==> src/rtl/gcn_phase_scheduler.sv <==
// Phase sequencer for the GCN inference datapath: launches transformation, waits for
// combination, reads the result memory row by row and emits one argmax class per node.
module gcn_phase_scheduler #(
    parameter int FEATURE_ROWS   = 6,
    parameter int NUM_OF_NODES   = 6,
    parameter int WEIGHT_COLS    = 3,
    parameter int DOT_PROD_WIDTH = 16,
    parameter int TIMEOUT_CYCLES = 1023,
    parameter int FEATURE_WIDTH  = $clog2(FEATURE_ROWS),
    parameter int WEIGHT_WIDTH   = $clog2(WEIGHT_COLS)
) (
    input  logic                                           clk,
    input  logic                                           reset,
    input  logic                                           start,
    output logic                                           start_trans,
    input  logic                                           done_trans,
    input  logic                                           done_comb,
    output logic [FEATURE_WIDTH-1:0]                       read_row_adj,
    input  logic [0:WEIGHT_COLS-1][DOT_PROD_WIDTH-1:0]     fm_wm_adj_out,
    output logic                                           class_valid,
    output logic [FEATURE_WIDTH-1:0]                       class_node,
    output logic [WEIGHT_WIDTH-1:0]                        class_idx,
    output logic                                           busy,
    output logic                                           done_gcn,
    output logic                                           error
);

    localparam int                       CNT_WIDTH = $clog2(TIMEOUT_CYCLES + 1);
    localparam logic [CNT_WIDTH-1:0]     CNT_LAST  = CNT_WIDTH'(TIMEOUT_CYCLES - 1);
    localparam logic [FEATURE_WIDTH-1:0] ROW_LAST  = FEATURE_WIDTH'(NUM_OF_NODES - 1);

    typedef enum logic [2:0] {
        S_IDLE  = 3'd0,
        S_TRANS = 3'd1,
        S_COMB  = 3'd2,
        S_READ  = 3'd3,
        S_DRAIN = 3'd4,
        S_DONE  = 3'd5,
        S_ERR   = 3'd6
    } state_t;

    state_t                   state_q, state_d;
    logic [CNT_WIDTH-1:0]     cnt_q, cnt_d;
    logic [FEATURE_WIDTH-1:0] row_q, row_d;
    logic                     v1_q;
    logic [FEATURE_WIDTH-1:0] node1_q;
    logic                     start_trans_q, class_valid_q, busy_q, done_gcn_q, error_q;
    logic [FEATURE_WIDTH-1:0] class_node_q;
    logic [WEIGHT_WIDTH-1:0]  class_idx_q;
    logic [WEIGHT_WIDTH-1:0]  argmax_s;

    // Strictly-greater update keeps the lowest index on ties.
    function automatic logic [WEIGHT_WIDTH-1:0] argmax_f(
        input logic [0:WEIGHT_COLS-1][DOT_PROD_WIDTH-1:0] row
    );
        logic signed [DOT_PROD_WIDTH-1:0] best;
        logic [WEIGHT_WIDTH-1:0]          idx;
        best = row[0];
        idx  = '0;
        for (int i = 1; i < WEIGHT_COLS; i++) begin
            if ($signed(row[i]) > best) begin
                best = row[i];
                idx  = WEIGHT_WIDTH'(i);
            end
        end
        return idx;
    endfunction

    assign argmax_s = argmax_f(fm_wm_adj_out);

    // Next-state, phase counter and read address.
    always_comb begin
        state_d = state_q;
        cnt_d   = cnt_q + CNT_WIDTH'(1);
        row_d   = '0;
        case (state_q)
            S_IDLE: begin
                cnt_d = '0;
                if (start) state_d = S_TRANS;
                else       state_d = S_IDLE;
            end
            S_TRANS: begin
                if (done_trans) begin
                    state_d = S_COMB;
                    cnt_d   = '0;
                end else if (cnt_q == CNT_LAST) begin
                    state_d = S_ERR;
                end else begin
                    state_d = S_TRANS;
                end
            end
            S_COMB: begin
                if (done_comb) begin
                    state_d = S_READ;
                    cnt_d   = '0;
                end else if (cnt_q == CNT_LAST) begin
                    state_d = S_ERR;
                end else begin
                    state_d = S_COMB;
                end
            end
            S_READ: begin
                if (row_q == ROW_LAST) begin
                    state_d = S_DRAIN;
                    cnt_d   = '0;
                end else begin
                    row_d = row_q + FEATURE_WIDTH'(1);
                end
            end
            S_DRAIN: begin
                if (cnt_q == CNT_WIDTH'(1)) state_d = S_DONE;
                else                        state_d = S_DRAIN;
            end
            S_DONE: begin
                state_d = S_IDLE;
                cnt_d   = cnt_q;
            end
            S_ERR: begin
                state_d = S_ERR;
                cnt_d   = cnt_q;
            end
            default: begin
                state_d = S_IDLE;
                cnt_d   = '0;
            end
        endcase
    end

    // State, 2-stage class pipeline and registered outputs.
    always_ff @(posedge clk or posedge reset) begin
        if (reset) begin
            state_q       <= S_IDLE;
            cnt_q         <= '0;
            row_q         <= '0;
            v1_q          <= 1'b0;
            node1_q       <= '0;
            start_trans_q <= 1'b0;
            class_valid_q <= 1'b0;
            class_node_q  <= '0;
            class_idx_q   <= '0;
            busy_q        <= 1'b0;
            done_gcn_q    <= 1'b0;
            error_q       <= 1'b0;
        end else begin
            state_q       <= state_d;
            cnt_q         <= cnt_d;
            row_q         <= row_d;
            v1_q          <= (state_q == S_READ);
            node1_q       <= row_q;
            start_trans_q <= (state_q == S_IDLE) && start;
            class_valid_q <= v1_q;
            class_node_q  <= v1_q ? node1_q : '0;
            class_idx_q   <= v1_q ? argmax_s : '0;
            busy_q        <= (state_d inside {S_TRANS, S_COMB, S_READ, S_DRAIN});
            done_gcn_q    <= (state_d == S_DONE);
            error_q       <= (state_d == S_ERR);
        end
    end

    assign start_trans  = start_trans_q;
    assign read_row_adj = row_q;
    assign class_valid  = class_valid_q;
    assign class_node   = class_node_q;
    assign class_idx    = class_idx_q;
    assign busy         = busy_q;
    assign done_gcn     = done_gcn_q;
    assign error        = error_q;

endmodule

==> config.mk <==
export PLATFORM = sky130hd
export DESIGN_NAME = gcn_phase_scheduler
export DESIGN_NICKNAME = d
export VERILOG_FILES = /design/src/rtl/gcn_phase_scheduler.sv
export SDC_FILE = /design/constraint.sdc
export NUM_CORES = 1
export LEC_CHECK = 0
export CELL_PAD_IN_SITES_DETAIL_PLACEMENT = 1
export CELL_PAD_IN_SITES_GLOBAL_PLACEMENT = 1
export CORE_MARGIN = 2
export CORE_UTILIZATION = 24
export DETAILED_ROUTE_END_ITERATION = 7
export PLACE_DENSITY = 0.57
export REMOVE_ABC_BUFFERS = 1
export SETUP_SLACK_MARGIN = 0.5
export SYNTH_ARGS = -nofsm -noshare
export SYNTH_HDL_FRONTEND = slang
export SYNTH_SLANG_ARGS = --single-unit
export TNS_END_PERCENT = 1
==> constraint.sdc <==
create_clock -name clk -period 3.05 [get_ports clk]
set_input_delay 0.4575 -clock clk [delete_from_list [all_inputs] [get_ports clk]]
set_output_delay 0.4575 -clock clk [all_outputs]
set_load 0.01 [all_outputs]
# [Word-level counts from Yosys, hierarchy flattened]
# Index checks and enable logic that the tools add are counted.
[word_totals] regBits=30 inputBits=53 output_inout_bits=13 elab_cells=54
[op_classes] addsub=2 n_lt_le_gt_ge=2 eq_ne=15 mux=19 n_reduce_logical=4
[op_table] operator="10-bit one-hot mux with 5 select lines" count=1
[op_table] operator="16-bit greater-than comparator" count=2
[op_table] operator="10-bit 2-to-1 mux" count=3
[op_table] operator="3-bit 2-to-1 mux" count=8
[op_table] operator="3-bit == test (second input constant)" count=7
[op_table] operator="3-bit one-hot mux with 6 select lines" count=1
[op_table] operator="16-bit 2-to-1 mux" count=1
[op_table] operator="3-bit by 2-bit == test with 1-bit output (second input constant)" count=4
[op_table] operator="10-bit by 1-bit adder with 10-bit output (second input constant)" count=1
[op_table] operator="10-bit by 1-bit == test with 1-bit output (second input constant)" count=1
[op_table] operator="10-bit == test (second input constant)" count=1
[op_table] operator="3-bit by 1-bit == test with 1-bit output (second input constant)" count=2
[op_table] operator="2-bit 2-to-1 mux" count=2
[op_table] operator="4-bit nonzero test" count=1
[op_table] operator="3-bit by 1-bit adder with 3-bit output (second input constant)" count=1
[op_table] operator="3-bit zero test" count=1
[op_table] operator="1-bit 2-to-1 mux" count=3
[op_table] operator="2-bit OR reduction" count=1
[op_table] operator="1-bit logical AND" count=1

# [Longest topological paths before layout]
[logic_depth] depth_word=6 mapped_depth=16 ltp_nobuf=15

# [Worst setup path before layout]
# Ideal clock, no wire load.
[synth_timing] kind="in2reg" startpoint="input fm_wm_adj_out[33] (netlist name)" endpoint="register class_idx_q[0] (netlist: class_idx[0])" setup_ns=0.080 t_arrival_ns=3.499 required_ns=2.970 setup_slack_ns=-0.529 path_stages=16 n_path_buf=2 cell_sequence="inv_1 > ha_1 > nor2b_1 > o211ai_1 > a2111oi_2 > nor4_1 > mux2_1 > buf_6 > buf_12 > mux2i_1 > ha_1 > nand4_1 > or2_2 > o32a_1 > o41ai_1 > nor3b_2"
[synth_via] elab_chain_cells=5 elab_cells_between_ends=6 cone_classes="order compare: 2; mux: 4"
[synth_lines] item="start: declaration" line="19" rtl="input logic [0:WEIGHT_COLS-1][DOT_PROD_WIDTH-1:0] fm_wm_adj_out,"
[synth_lines] item="16-bit greater-than comparator" line="61" rtl="if ($signed(row[i]) > best) begin"
[synth_lines] item="16-bit 2-to-1 mux" line="61"
[synth_lines] item="16-bit greater-than comparator" line="61"
[synth_lines] item="2-bit 2-to-1 mux (*)" line="61"
[synth_lines] item="2-bit 2-to-1 mux (*)" line="153" rtl="class_idx_q <= v1_q ? argmax_s : '0;"
[synth_lines] item="end signal: assignment" line="153"
[synth_lines] item="end: declaration" line="49" rtl="logic [WEIGHT_WIDTH-1:0] class_idx_q;"
# Mark *: on every way between the ends. The rest lies on a longest branch, timed or not.
# A chain may end at the register's enable or synchronous reset.

# [Worst setup path in the final report]
[layout_timing] startpoint="input fm_wm_adj_out[33] (netlist name)" endpoint="register class_idx_q[1] (netlist: class_idx[1])"
[layout_via] elab_chain_cells=5
[layout_lines] item="16-bit greater-than comparator" line="61"
[layout_lines] item="16-bit 2-to-1 mux (*)" line="61"
[layout_lines] item="16-bit greater-than comparator (*)" line="61"
[layout_lines] item="2-bit 2-to-1 mux (*)" line="61"
[layout_lines] item="2-bit 2-to-1 mux (*)" line="153"
# Marked as above.

==> results.md <==
- Status: complete, but fails checks
- Failing checks: setup timing
- Skew final: around 4.9 ps
- Largest net degree at the start of global routing: 31
- Async SR Flop Fraction: 100.0%
- Most frequent cell after synthesis: ha_1
- PnR worst setup slack: -315.5 ps
- Worst Hold Depth: 0
- Main synth FF type: dfrtp_1
- CP startpoint: fm_wm_adj_out[33]
- Hold path start: v1_q
- CP arrival: around 3500 ps
- Final ANT Viol Nets: 0
- CP cell instances: buf_6 -> inv_4 -> ha_4 -> nor2b_1 -> o211ai_1 -> a2111oi_4 -> nor4_2 -> mux2_4 -> buf_8 -> mux2i_1 -> ha_1 -> nor2b_1 -> o211ai_1 -> a211oi_2 -> o41ai_2 -> buf_4 -> nor2_1
- Crit share post-route: 110.3%
- P&R area growth vs syn: 64.00%
- Hold Crit Class: reg -> reg
- Initial antenna violation count: 0
- Vias in the first global route: around 2400
- Setup repair after global routing missed its margin: yes
- Max-Cap Viols: 0
- Starting Density: between 20% and 30%
- Flops & latches, synth: 30
- Core Footprint: around 9200 um2
- Worst path bufs/invs: 4
- Int Pwr: ~1300 uW
- Post-synthesis compound-gate area fraction: 12.88%
- Clk slew on worst S/H paths: approximately 70 ps
- First-pass GRT wire length: around 11000 um
- CP Launch Type: primary input
- Via density per instance: around 4.5
- Die area: between 10000 and 15000 um2
- GRT overflow: 0
- Worst slew margin: about 58%
- Flop pwr share: roughly 32%
- Post-route DRC: 0
- F_max: roughly 300 MHz
- Netlist cell types: 42
- FF-to-FF setup slack: 1000 ps
- CTS Sinks: 30
- Mux contribution to synthesized area: a little under a tenth
- First-pass DRT Iterations: 4
- EDFF count, synth: 0
- Clock root cell: clkbuf_8
- I/O pin total: 66
- Synth Area per Inst: 9.397 um2
- Required time worst endpoint: 3220 ps
- Critical path fanouts, max: 5
- Die X: between 100 and 150 um
- Ant diodes: 0
- Area share of xor/xnor cells in the synthesized design: under 10%
- Clk_lat worst skew: approximately 280 ps
- Layout cells sized above 1: between 30% and 40%
- Most frequent cells after synthesis: ha_1, dfrtp_1, inv_1
- Mapped Cells: around 240
- Reg-to-Reg End: cnt_q[9]
- Gpl congestion: 0.7851
- Crit-path max cell delay: between 300 and 400 ps
- Nets: around 440
- LEAKAGE: approximately 0.0017 uW
- Main combinational cell family by area after synthesis: adder cells
- Synth area leader: dfrtp_1
- Routed WL: 6779 um
- Combinational fraction of design power: 41.3%
- CTS tree: yes
- Row cnt: 35
- Yosys warnings: 0
- Post-Synth Simple-Gate Area: about 17%
- Critical setup path kind: in -> reg
- Num CTS Buffers: 5
- Switch share: 33.00%
- Final Hold Vio Count: 0
- R2R Path Start: state_q[1]
- DP HPWL: 5239 um
- Die Span Y: between 100 and 150 um
- Routed wire per std cell: approximately 14 um
- Final setup viols: 2
- Core Util, Final: about two fifths
- Hold path endpoint: class_valid
- Global Route Usage Sum: between 10% and 20%
- Final setup TNS: -611.8 ps
- Clock Tree Buf Depth: 2
- Clock power frac: approximately 27%
- DRT iter0 DRCs: 18
- Worst slew pin tran: 608.9 ps
- Worst Reg-to-Reg Cells: 6
- Peak VDD IR: 0.3588 mV
- Synth top area share: 32.88%
- Post-synthesis adder-cell area fraction: between 10% and 20%
- Slowest-stage cell, CP: mux2_4
- DP Worst Slack: -1302 ps
- Synthesized cell area: approximately 2300 um2
- P per Cell Area: 501.3 nW/um2
- Register area share after synthesis: between 30% and 40%
- Setup crit end kind: register
- Max-slew violations: 0
- Net Sw Power: 619.4 uW
- Buffers on Ports: 65
- CTS H-tree lvls: 2
- Top cells by area, synth: dfrtp_1, ha_1, mux2i_1
- Top delay family on crit path: compound AO/OA/AOI/OAI gates
- Via count: about 2200
- Final min period: between 3000 and 4000 ps
cells by family (layout without fill, tap and decap cells):
logic type      Yosys count  after routing
simple gates             74             74
compound gates           45             45
buf+inv                  33            142
mux                      20             20
xor+xnor                  6              6
fa+ha+maj                35             35
flops                    30             30
flip-flops by register name (all words and copies together) (netlist names):
signal / flops
cnt_q: 10
class_node: 3
node1_q: 3
read_row_adj: 3
state_q: 3
class_idx: 2
busy: 1
class_valid: 1
done_gcn: 1
error: 1
start_trans: 1
v1_q: 1
layer usage:
metal / vias to the layer above / track usage [%] / routed length (um)
li1: 1091 / - / -
met1: 1040 / 15.57 / 2979
met2: 46 / 25.20 / 3354
met3: 7 / 2.761 / 364
met4: 0 / 3.846 / 80
met5: - / 0 / 0
repair_timing:
item,4_1_cts,5_1_grt
setup buffers,9,4
pin swaps,32,14
endpoints found under the setup margin,2,2
hold buffers,0,0
gates resized for setup,142,15
power groups by stage:
stage,Combinational (uW),Sequential [uW],Clock (uW)
CTS,758,602,518
global placement,692,605,0
global route,868,621,535
floorplan,367,602,0
finish,774,600,503
detailed placement,705,606,0
worst max path at each step:
| stage | end | depth (start not counted) | slack (ps) |
|---|---|---|---|
| after floorplan | class_idx[0] | 14 | -660 |
| after global placement | class_idx[0] | 16 | -1190 |
| after detailed placement | class_idx[0] | 16 | -1300 |
| after CTS | class_idx[0] | 17 | -350 |
| after global routing | class_idx[0] | 16 | -470 |
| final | class_idx[1] | 17 | -320 |
through the flow:
step                cell area (um2)  std cells  power (uW)  hold WS, ps
global placement               3262        460        1297        438.8
detailed placement             3262        460        1311        437.6
global route                   3745        481        2024        476.8
floorplan                      2240        238       969.4        391.4
finish                         3745        481        1877        445.4
CTS                            3676        477        1877        457.9
worst reg2reg max path, delay by kind of cell (launching register included):
kind	cells	cell delay, ps
flops	1	520
simple gates	4	1080
xor+xnor	1	130
compound gates	1	220
cell type report:
type / instances / area [um2]
inverter: 28 / 110.1
sequential: 30 / 750.7
timing repair buffer: 106 / 957.2
fill: 1037 / 5495
multi-input combinational: 180 / 1623
tap: 129 / 161.4
clock buffer: 6 / 82.58
clock inverter: 2 / 60.06
layout by cell type, fill, tap and decap left out, types with 2 or more instances in the layout:
cell,synthesis,routed
a211oi_2,0,2
a21boi_0,2,2
a21o_1,5,5
a21oi_1,14,9
a21oi_2,0,4
and2_1,4,4
buf_2,1,3
buf_4,0,35
buf_6,1,14
buf_8,0,2
bufinv_16,0,2
clkbuf_2,0,5
clkbuf_8,0,6
clkdlybuf4s15_1,0,5
clkdlybuf4s15_2,0,3
clkdlybuf4s50_1,0,33
dfrtp_1,30,30
dlygate4sd2_1,0,6
ha_1,35,22
ha_4,0,12
inv_1,28,19
inv_2,0,7
inv_4,0,2
mux2_4,1,2
mux2i_1,18,17
nand2_1,13,13
nand2b_1,3,3
nand3_1,9,8
nand4_1,11,11
nor2_1,13,13
nor2b_1,3,3
nor3_1,7,7
nor4_1,4,3
o211ai_1,3,3
o21ai_0,9,8
o22ai_1,2,2
xnor2_1,3,3
xor2_1,3,3
Note: power is estimated with default switching activity, not from simulation.
==> edit, RTL diff (same flow settings) <==
`NUM_OF_NODES`: 6 -> 5.
--- a/src/rtl/gcn_phase_scheduler.sv
+++ b/src/rtl/gcn_phase_scheduler.sv
@@ -4,3 +4,3 @@
     parameter int FEATURE_ROWS   = 6,
-    parameter int NUM_OF_NODES   = 6,
+    parameter int NUM_OF_NODES   = 5,
     parameter int WEIGHT_COLS    = 3,
Check against the original RTL: not equivalent (Yosys sat finds a counterexample within 10 cycles, from zero or initial values and one cycle with reset high).
==> edit against the original RTL <==
- the flow still finishes with violations (setup timing)
- sequential cell count stayed put
- synthesized area is 1.5% higher
- design area is 1.2% higher
- register-to-register slack better by 0.27 ns
- non-clock buffer count is 2 higher
- routed wire length is 15% higher
- largest power group unchanged
- power is 1.5% higher
- synthesized cell count is 2.5% higher
- setup slack worse by 0.090 ns
- critical path type unchanged
==> edit: results <==
metrics = {
    "setup_path": {
        "reg2reg_to": "busy$_DFF_PP0_",
        "crit_start": "fm_wm_adj_out[38]",
        "slowest_delay_ns": 0.36,
        "cp.arrival_ns": 3.65,
        "r2r_slack_ns": 1.27,
        "slowest_stage": "ha_1",
        "crit_end": "class_idx[0]$_DFF_PP0_",
        "cp_max_fo": 8,
    },
    "timing": {
        "skew_ns": 0.00401,
        "slew_headroom_pct": 74.4,
        "hold_viol": 0,
        "tns_ns": -0.714,
        "setup_viol": 2,
        "fin_ws_ns": -0.406,
    },
    "power": {
        "peakVddDrop_uv": 254,
        "leakage_nw": 1.68,
    },
    "detailed_routing": {
        "routed_wirelength_um": 7820,
        "drt_iter0_drc": 51,
        "vias": 2264,
        "drt_first_pass_iters": 4,
    },
    "synthesis": {
        "ys_seq_area_share_pct": 32.4,
        "yosys-top-cells-area": "dfrtp_1 32%, ha_1 20%, mux2i_1 6.9%",
        "synth-async-reset-ratio_pct": 100,
    },
    "place": {
        "dp_hpwl_um": 5600,
    },
    "global_routing": {
        "grt_usage_pct": 14.9,
        "grt_pass1_wl_um": 12300,
        "first_global_vias": 2423,
    },
    "final_layout": {
        "drive_gt1_share_pct": 35.9,
        "nets": 446,
    },
    "outcome": {
        "violations": "setup timing",
        "status": "finished with violations",
    },
}
[edit: cell count changes in the layout (fill, tap and decap cells not counted), sizes merged, moves of 3 or more]
cell | unedited run | this run
o21ai | 9 | 17
dlygate4sd2 | 6 | 3
nor2 | 13 | 10
clkdlybuf4s15 | 8 | 5
a21oi | 14 | 18
xor2 | 3 | 0
o31ai | 1 | 4
clkbuf | 11 | 7
and3 | 1 | 4
buf | 54 | 67
nand3 | 9 | 6
[edit: layer usage]
metal / track usage [%] / vias up / wire length, um
met2: 25.8 / 44 / 3960
met5: 0 / - / 0
met3: 2.26 / 10 / 264
met4: 2.97 / 0 / 125
met1: 19.9 / 1101 / 3470
li1: - / 1109 / -
[edit: area by class of cell]
class,count,area [sq um]
well taps,129,161
clock inverters,1,5.00
clock buffers,7,86.3
inverters,27,104
fillers,1062,5500
repair buffers,108,926
multi-input cells,184,1760
flip-flops and latches,30,751
[edit: through the flow]
step / setup slack (ns) / cell area (sq um) / hold WS (ns) / std cells / util [%]
after floorplan: -0.663 / 2260 / 0.391 / 241 / -
after global placement: -1.20 / 3280 / 0.436 / 463 / 35.4
after detailed placement: -1.27 / 3280 / 0.430 / 463 / 35.4
after CTS: -0.308 / 3720 / 0.450 / 484 / 40.0
after global routing: -0.578 / 3790 / 0.473 / 486 / 40.8
final: -0.406 / 3790 / 0.445 / 486 / 40.8
[edit: kinds of logic after synthesis]
kind of cell	after synthesis	synth area share (%)
and+or+nand+nor	68	16.1
DFF	30	32.4
muxes	18	8.04
AOI/OAI and AO/OA	60	16.4
adders and majority gates	37	20.0
buffers and inverters	35	6.75
xor gates and xnor gates	1	0.378
[edit: critical path: cells and delay by family]
kind | cells | cell delay (ns)
buffers and inverters | 4 | 0.53
AO/OA/AOI/OAI | 3 | 0.43
adder cells (fa/ha/maj) | 2 | 0.66
multiplexers | 2 | 0.54
AND/OR/NAND/NOR | 5 | 1.04
[edit: worst min path at each step]
stage,start,end,slack (ns)
floorplan,v1_q$_DFF_PP0_,class_valid$_DFF_PP0_,0.39
global placement,node1_q[0]$_DFF_PP0_,class_node[0]$_DFF_PP0_,0.44
detailed placement,read_row_adj[0]$_DFF_PP0_,node1_q[0]$_DFF_PP0_,0.43
CTS,read_row_adj[0]$_DFF_PP0_,node1_q[0]$_DFF_PP0_,0.45
global route,read_row_adj[0]$_DFF_PP0_,node1_q[0]$_DFF_PP0_,0.47
finish,read_row_adj[0]$_DFF_PP0_,node1_q[0]$_DFF_PP0_,0.44
[edit: report_power, final]
part           total, mW  switching [mW]  internal (mW)
sequential         0.611           0.110          0.501
clock              0.327           0.146          0.182
combinational      0.966           0.473          0.493
[edit: what timing repair did]
item	4_1_cts	5_1_grt
hold buffers	0	0
setup buffers	13	2
setup endpoints to repair	2	2
resized for setup	179	7
pin swaps	34	3
